<file path="src/rtl/spi_reg_ctrl.sv">
// Command sequencer behind the SPI slave byte receiver: decodes framed write/read
// commands into an 8-bit register file and returns read bytes for the MISO shifter.
module spi_reg_ctrl #(
    parameter int          NUM_REGS = 8,
    parameter int          ADDR_W   = 3,
    parameter logic [7:0]  REG_RST  = 8'h00
) (
    input  logic                  i_clk,
    input  logic                  i_rst_n,
    input  logic                  i_cs_n,
    input  logic                  i_rx_valid,
    input  logic [7:0]            i_rx_data,
    output logic [7:0]            o_tx_data,
    output logic                  o_tx_valid,
    output logic                  o_wr_strobe,
    output logic [ADDR_W-1:0]     o_wr_addr,
    output logic [NUM_REGS*8-1:0] o_regs,
    output logic [7:0]            o_err_cnt
);

    typedef enum logic [2:0] {
        S_IDLE    = 3'd0,
        S_ADDR_WR = 3'd1,
        S_ADDR_RD = 3'd2,
        S_WRITE   = 3'd3,
        S_READ    = 3'd4,
        S_IGNORE  = 3'd5
    } state_t;

    state_t            r_state;
    state_t            w_state_nxt;
    logic [ADDR_W-1:0] r_ptr;
    logic [7:0]        r_regs [NUM_REGS];

    logic              w_wr_en;
    logic              w_tx_addr;
    logic              w_tx_rd;
    logic              w_err_inc;
    logic              w_ptr_ld;
    logic              w_ptr_inc;
    logic              w_addr_bad;
    logic [ADDR_W-1:0] w_addr_byte;
    logic [ADDR_W-1:0] w_ptr_next;

    assign w_addr_byte = i_rx_data[ADDR_W-1:0];
    assign w_addr_bad  = ({1'b0, i_rx_data} >= 9'(NUM_REGS));
    assign w_ptr_next  = (r_ptr == ADDR_W'(NUM_REGS - 1)) ? {ADDR_W{1'b0}} : r_ptr + ADDR_W'(1);

    // State register; a reset taken mid-frame leaves the rest of that frame ignored.
    always_ff @(posedge i_clk) begin
        if (!i_rst_n) begin
            r_state <= i_cs_n ? S_IDLE : S_IGNORE;
        end else begin
            r_state <= w_state_nxt;
        end
    end

    // Next-state and per-byte action decode; chip-select release overrides any byte.
    always_comb begin
        w_state_nxt = r_state;
        w_wr_en     = 1'b0;
        w_tx_addr   = 1'b0;
        w_tx_rd     = 1'b0;
        w_err_inc   = 1'b0;
        w_ptr_ld    = 1'b0;
        w_ptr_inc   = 1'b0;
        if (i_cs_n) begin
            w_state_nxt = S_IDLE;
        end else if (i_rx_valid) begin
            case (r_state)
                S_IDLE: begin
                    case (i_rx_data)
                        8'h01:   w_state_nxt = S_ADDR_WR;
                        8'h02:   w_state_nxt = S_ADDR_RD;
                        default: begin
                            w_state_nxt = S_IGNORE;
                            w_err_inc   = 1'b1;
                        end
                    endcase
                end
                S_ADDR_WR, S_ADDR_RD: begin
                    if (w_addr_bad) begin
                        w_state_nxt = S_IGNORE;
                        w_err_inc   = 1'b1;
                    end else begin
                        w_ptr_ld    = 1'b1;
                        w_tx_addr   = (r_state == S_ADDR_RD);
                        w_state_nxt = (r_state == S_ADDR_RD) ? S_READ : S_WRITE;
                    end
                end
                S_WRITE: begin
                    w_wr_en   = 1'b1;
                    w_ptr_inc = 1'b1;
                end
                S_READ: begin
                    w_tx_rd   = 1'b1;
                    w_ptr_inc = 1'b1;
                end
                S_IGNORE: w_state_nxt = S_IGNORE;
                default:  w_state_nxt = S_IDLE;
            endcase
        end else begin
            w_state_nxt = r_state;
        end
    end

    // Register file, pointer, strobes, read-back byte and saturating error counter.
    always_ff @(posedge i_clk) begin
        if (!i_rst_n) begin
            r_ptr       <= {ADDR_W{1'b0}};
            o_tx_data   <= 8'h00;
            o_tx_valid  <= 1'b0;
            o_wr_strobe <= 1'b0;
            o_wr_addr   <= {ADDR_W{1'b0}};
            o_err_cnt   <= 8'h00;
            for (int i = 0; i < NUM_REGS; i++) begin
                r_regs[i] <= REG_RST;
            end
        end else begin
            o_tx_valid  <= w_tx_addr | w_tx_rd;
            o_wr_strobe <= w_wr_en;
            if (w_ptr_ld) begin
                r_ptr <= w_addr_byte;
            end else if (w_ptr_inc) begin
                r_ptr <= w_ptr_next;
            end
            if (w_wr_en) begin
                r_regs[r_ptr] <= i_rx_data;
                o_wr_addr     <= r_ptr;
            end
            // Reads sample the register that the pointer lands on, before any later write.
            if (w_tx_addr) begin
                o_tx_data <= r_regs[w_addr_byte];
            end else if (w_tx_rd) begin
                o_tx_data <= r_regs[w_ptr_next];
            end
            if (w_err_inc && (o_err_cnt != 8'hFF)) begin
                o_err_cnt <= o_err_cnt + 8'h01;
            end
        end
    end

    for (genvar g = 0; g < NUM_REGS; g++) begin : g_pack
        assign o_regs[8*g +: 8] = r_regs[g];
    end

endmodule
</file>
<file path="config.mk">
export PLATFORM = sky130hd
export DESIGN_NAME = spi_reg_ctrl
export DESIGN_NICKNAME = d
export VERILOG_FILES = /design/src/rtl/spi_reg_ctrl.sv
export SDC_FILE = /design/constraint.sdc
export NUM_CORES = 1
export LEC_CHECK = 0
export BUFFER_PORTS_ARGS = -buffer_cell sky130_fd_sc_hd__buf_4
export CAP_MARGIN = 5
export CELL_PAD_IN_SITES_DETAIL_PLACEMENT = 1
export CELL_PAD_IN_SITES_GLOBAL_PLACEMENT = 2
export CORE_MARGIN = 3
export CORE_UTILIZATION = 33
export CTS_BUF_LIST = sky130_fd_sc_hd__clkbuf_16
export CTS_CLUSTER_DIAMETER = 80
export DETAILED_ROUTE_END_ITERATION = 10
export GPL_TIMING_DRIVEN = 1
export PLACE_DENSITY = 0.78
export SETUP_SLACK_MARGIN = 0.02
export SLEW_MARGIN = 15
export SYNTH_ARGS = -nofsm -noshare
export SYNTH_HDL_FRONTEND = slang
export SYNTH_SLANG_ARGS = --single-unit
</file>
<file path="constraint.sdc">
create_clock -name i_clk -period 2.42 [get_ports i_clk]
set_input_delay 0.121 -clock i_clk [delete_from_list [all_inputs] [get_ports i_clk]]
set_output_delay 0.121 -clock i_clk [all_outputs]
set_load 0.03 [all_outputs]
</file>
Yosys cells after proc, flatten, opt, wreduce, memory -nomap -nowiden
Memory sizes are Yosys's and may differ from the RTL's.
Index checks and enable logic that the tools add are counted.
{"block": "word_totals", "ff_bits": 27, "mem_bits_rw": 64, "inputBits": 12, "output_inout_bits": 85, "word_cells": 74, "memories": 1}
{"block": "op_classes", "addsub": 2, "magnitude_cmp": 1, "eq_ne": 11, "n_mux": 42, "bitwise_logic": 1, "reduce_logical": 9}
{"name": "r_regs", "words": 8, "width": 8, "read_ports": 10, "rd_ports_with_merged_regs": 0, "wr": 8, "line": "33", "text": "logic [7:0] r_regs [NUM_REGS];"}
{"cell": "two-way mux 3 bit", "count": 10}
{"cell": "two-way mux 1 bit", "count": 26}
{"cell": "two-way mux 8 bit", "count": 3}
{"cell": "one-hot mux 3 bit (4 select lines)", "count": 1}
{"cell": "equality test 3 bit (second input constant)", "count": 3}
{"cell": "adder 8 x 1 -> 8 bit (second input constant)", "count": 1}
{"cell": "equality test 8 x 1 -> 1 bit (second input constant)", "count": 1}
{"cell": "equality test 8 x 2 -> 1 bit (second input constant)", "count": 1}
{"cell": ">= comparator 8 x 4 -> 1 bit (second input constant)", "count": 1}
{"cell": "!= test 8 bit (second input constant)", "count": 1}
{"cell": "OR reduction 8 bit", "count": 1}
{"cell": "equality test 3 x 2 -> 1 bit (second input constant)", "count": 2}
{"cell": "one-hot mux 3 bit (2 select lines)", "count": 1}
{"cell": "OR reduction 2 bit", "count": 3}
{"cell": "nonzero test 2 bit", "count": 2}
{"cell": "adder 3 x 1 -> 3 bit (second input constant)", "count": 1}
{"cell": "equality test 3 x 1 -> 1 bit (second input constant)", "count": 1}
{"cell": "zero test 3 bit", "count": 1}
{"cell": "!= test 3 x 1 -> 1 bit (second input constant)", "count": 1}
{"cell": "!= test 3 x 2 -> 1 bit (second input constant)", "count": 1}
{"cell": "one-hot mux 1 bit (2 select lines)", "count": 1}
{"cell": "AND reduction 2 bit", "count": 1}
{"cell": "logical AND 1 bit", "count": 1}
{"cell": "bitwise OR 1 bit", "count": 1}

Longest topological paths before layout
{"block": "depth", "ltp_word": 9, "mapped_depth": 9, "ltp_nobuf": 7}

Worst setup path before layout
OpenSTA, ideal clock, no wires.
{"block": "synth_timing", "path_kind": "reg-to-reg", "start": "register r_state[2]", "end": "memory r_regs[6][0] (enable)", "setup_ns": 0.384, "arrival_ns": 1.950, "required_ns": 2.036, "setup_slack_ns": 0.086, "path_stages_with_launch": 8, "n_path_buf": 1, "period_less_slack_ns": 2.334, "path_cell_list": "edfxtp_1 buf_2 or3b_4 nor2_8 nand2_4 inv_2 nand2_4 o21ai_0"}
{"element": "start, declared", "line": "30", "text": "state_t r_state;"}
{"element": "start signal, assigned", "line": "52", "text": "r_state <= i_cs_n ? S_IDLE : S_IGNORE;"}
{"element": "start signal, assigned", "line": "54", "text": "r_state <= w_state_nxt;"}
{"element": "end, declared", "line": "33"}

==> flow_summary.ini <==
[outcome]
outcome = complete, no violations

[yosys]
syn_inst = 433
ys_seq_elements = 91
synth.top_cells.by_area = edfxtp_1 40%, dfxtp_1 9.5%, and2_1 8.0%
async_flop_share_pct = 0
synth_area_sq_um = 5060
synth.distinct_cells = 54
syn-num-nets = 448
yosysWarnings = 0
synth_top_cell_by_area = edfxtp_1
synthFlopType = edfxtp_1
yosysSeqAreaShare_pct = 49.26
syn_area_per_cell_sq_um = 11.69
synth_top_area_share_pct = 39.76
synth_edf_count = 67

[drt]
via_count = 3999
drcViolationCount = 0
drt-total-wl_mm = 16.28
drt-wirelength-per-cell_um = 22.61
drt_iter0_drc = 252
antenna_left = 0
vias_per_cell = 5.554
first_pass_iters = 4

[setup_path]
required_ns = 2.43
critical_path.cell_chain = or3b_4 > nor2_8 > nand2_4 > inv_2 > nand2_4 > nor3_4 > nand2b_1
ff2ff_setup_slack_ns = 0.20
cp.arrival_ns = 2.24
crit_path_start_kind = register
setup.worst_path.start = r_state[2]$_DFFE_PP_
cpMaxStageDelayCell = or3b_4
slowest_delay_ns = 0.43
cp_common_cell = nand2_4
r2r_cells = 7
crit_end = r_regs[4][4]$_SDFFCE_PN0P_
worst_r2r_endpoint = r_regs[4][4]$_SDFFCE_PN0P_
critPathTopFamily = simple AND/OR/NAND/NOR gates
path_depth = 7
crit_buf_inv = 1
regToRegStartpoint = r_state[2]$_DFFE_PP_
path_max_fanout = 9
cp-end-kind = register
path_class = reg -> reg

[worst_hold_path]
min_path_type = in -> reg

[placement]
dpl.cell_count = 704
dp_slack_ns = 0.1634
postPlaceCellArea_sq_um = 6042
dp_hpwl_mm = 12.09
gp_congestion = 0.7951
port_buffers = 96

[cells_and_area]
final_core_util_pct = 42.89
finalNonFillerCells = 720
final_common_cell = buf_4
drive_gt1_share_pct = 31.16
nets = 546
fin_area_sq_um = 6327
final_cell_mix = 114 x buf_4, 67 x edfxtp_1, 65 x and2_1
area_growth_pct = 25.05
diodes = 0

[clock_network]
clkLatencyLatePin_ns = 0.35
clk_pin_slew_ns = 0.07
clkSinkCount = 91
holdBufCountCts = 0
cts_buffer_depth = 2
root_buffer = clkbuf_16
postCtsSetupBuffers = 0
h-tree-depth = 3
tritoncts = yes
ctsResizeCount = 0
numCtsBuffers = 9

[timing]
worstMarginPinSlew_ns = 0.6219
final_min_period_over_clock_period_pct = 91.89
setup_viol = 0
rsz0062_at_grt = no
slew_headroom_pct = 58.38
max_freq_mhz = 449.7
hold_viol = 0
drv_slew = 0
period_needed_ns = 2.224
tns_ns = 0
fin_skew_ns = 0.005058
worst_slack_ns = 0.1962

[global_route]
grt_usage_pct = 19.97
grt_pass1_wl_mm = 25.14
grt_antenna_before_repair = 0
gr-total-overflow = 0
grt_max_degree = 35
grt_pass1_vias = 4171

[power_and_ir_drop]
ir_worst_vdd_uv = 346.1
leakagePower_nw = 2.520
power.density_nw_per_um2 = 578.7

[floorplan]
ioPinCount = 97
dieWidth_um = 129.8
rows = 44
dieArea_sq_um = 16850
coreArea_sq_um = 14750
die_h_um = 129.8
start_util_pct = 34.29

[run]
cap_violations = 0
[Yosys cell counts (3+ instances only)]
cell and n:
edfxtp_1 67, and2_1 65, nand2_1 28, mux2i_1 26, dfxtp_1 24, nor2_1 24, mux4_2 17, clkbuf_1 16
o21ai_0 12, inv_1 11, a21oi_1 9, buf_2 9, nand2b_1 9, nor3b_1 9, o21bai_1 8, xnor2_1 8
a221oi_1 7, a2bb2oi_1 7, a32o_1 7, a32oi_1 7, nand3_1 4, nand3b_1 4, a211oi_1 3, a22oi_1 3
ha_1 3, nor3_1 3, nor3_2 3, or3b_2 3
[worst min path at each step]
stage | from | endpoint | cells after the start
CTS | i_cs_n | r_state[0]$_DFFE_PP_ | 2
global route | i_cs_n | r_state[0]$_DFFE_PP_ | 2
floorplan | i_rst_n | o_err_cnt[6]$_SDFFE_PN0P_ | 2
detailed placement | o_tx_data[3]$_SDFFE_PN0P_ | o_tx_data[3]$_SDFFE_PN0P_ | 1
finish | i_cs_n | r_state[0]$_DFFE_PP_ | 2
global placement | o_tx_data[2]$_SDFFE_PN0P_ | o_tx_data[2]$_SDFFE_PN0P_ | 1
[power breakdown]
part	internal (W)	leakage, nW	switching, W	total, W
Sequential	0.00172	0.887	0.0000507	0.00177
Clock	0.000788	0.144	0.000614	0.00140
Combinational	0.000186	1.49	0.000303	0.000490
Total	0.00269	2.52	0.000968	0.00366
[flip-flops by register name, summed over array words and instances (netlist names)]
name         flops
r_regs          64
o_err_cnt        8
o_tx_data        8
o_wr_addr        3
r_ptr            3
r_state          3
o_tx_valid       1
o_wr_strobe      1
[logic make-up (layout without fill, tap and decap cells)]
logic type               count (synthesis)  in the layout  share of synthesized area [%]
AO/OA/AOI/OAI                           73             73                          10.78
XOR/XNOR                                 8              8                          1.385
adder cells (fa/ha/maj)                  3              3                         0.7419
buffers and inverters                   40            143                          3.338
flip-flops                              91             91                          49.26
multiplexers                            43             43                          12.71
AND/OR/NAND/NOR                        175            175                          21.79
[through the flow]
step | total power, W | hold WS (ns)
finish | 0.003661 | 0.1022
global route | 0.003806 | 0.1075
CTS | 0.003694 | 0.08654
detailed placement | 0.002298 | 0.4595
global placement | 0.002286 | 0.4579
floorplan | 0.002098 | 0.2734
[per-layer routing]
metal,vias to the layer above,GRT usage [%],share of wire [%]
met5,-,0,0
met4,0,5.807,1.5
met3,20,4.298,5.4
met2,128,34.33,51
met1,2040,25.42,42
li1,1811,-,-
[final cells by class]
| class | count | area, sq um |
|---|---|---|
| clock buffers | 9 | 225.2 |
| clock inverters | 7 | 60.06 |
| fillers | 1607 | 8427 |
| inverters | 12 | 45.04 |
| multi-input cells | 302 | 2399 |
| flip-flops and latches | 91 | 2492 |
| well taps | 184 | 230.2 |
| repair buffers | 115 | 875.8 |
No activity file was read; power rests on OpenSTA's default activity.
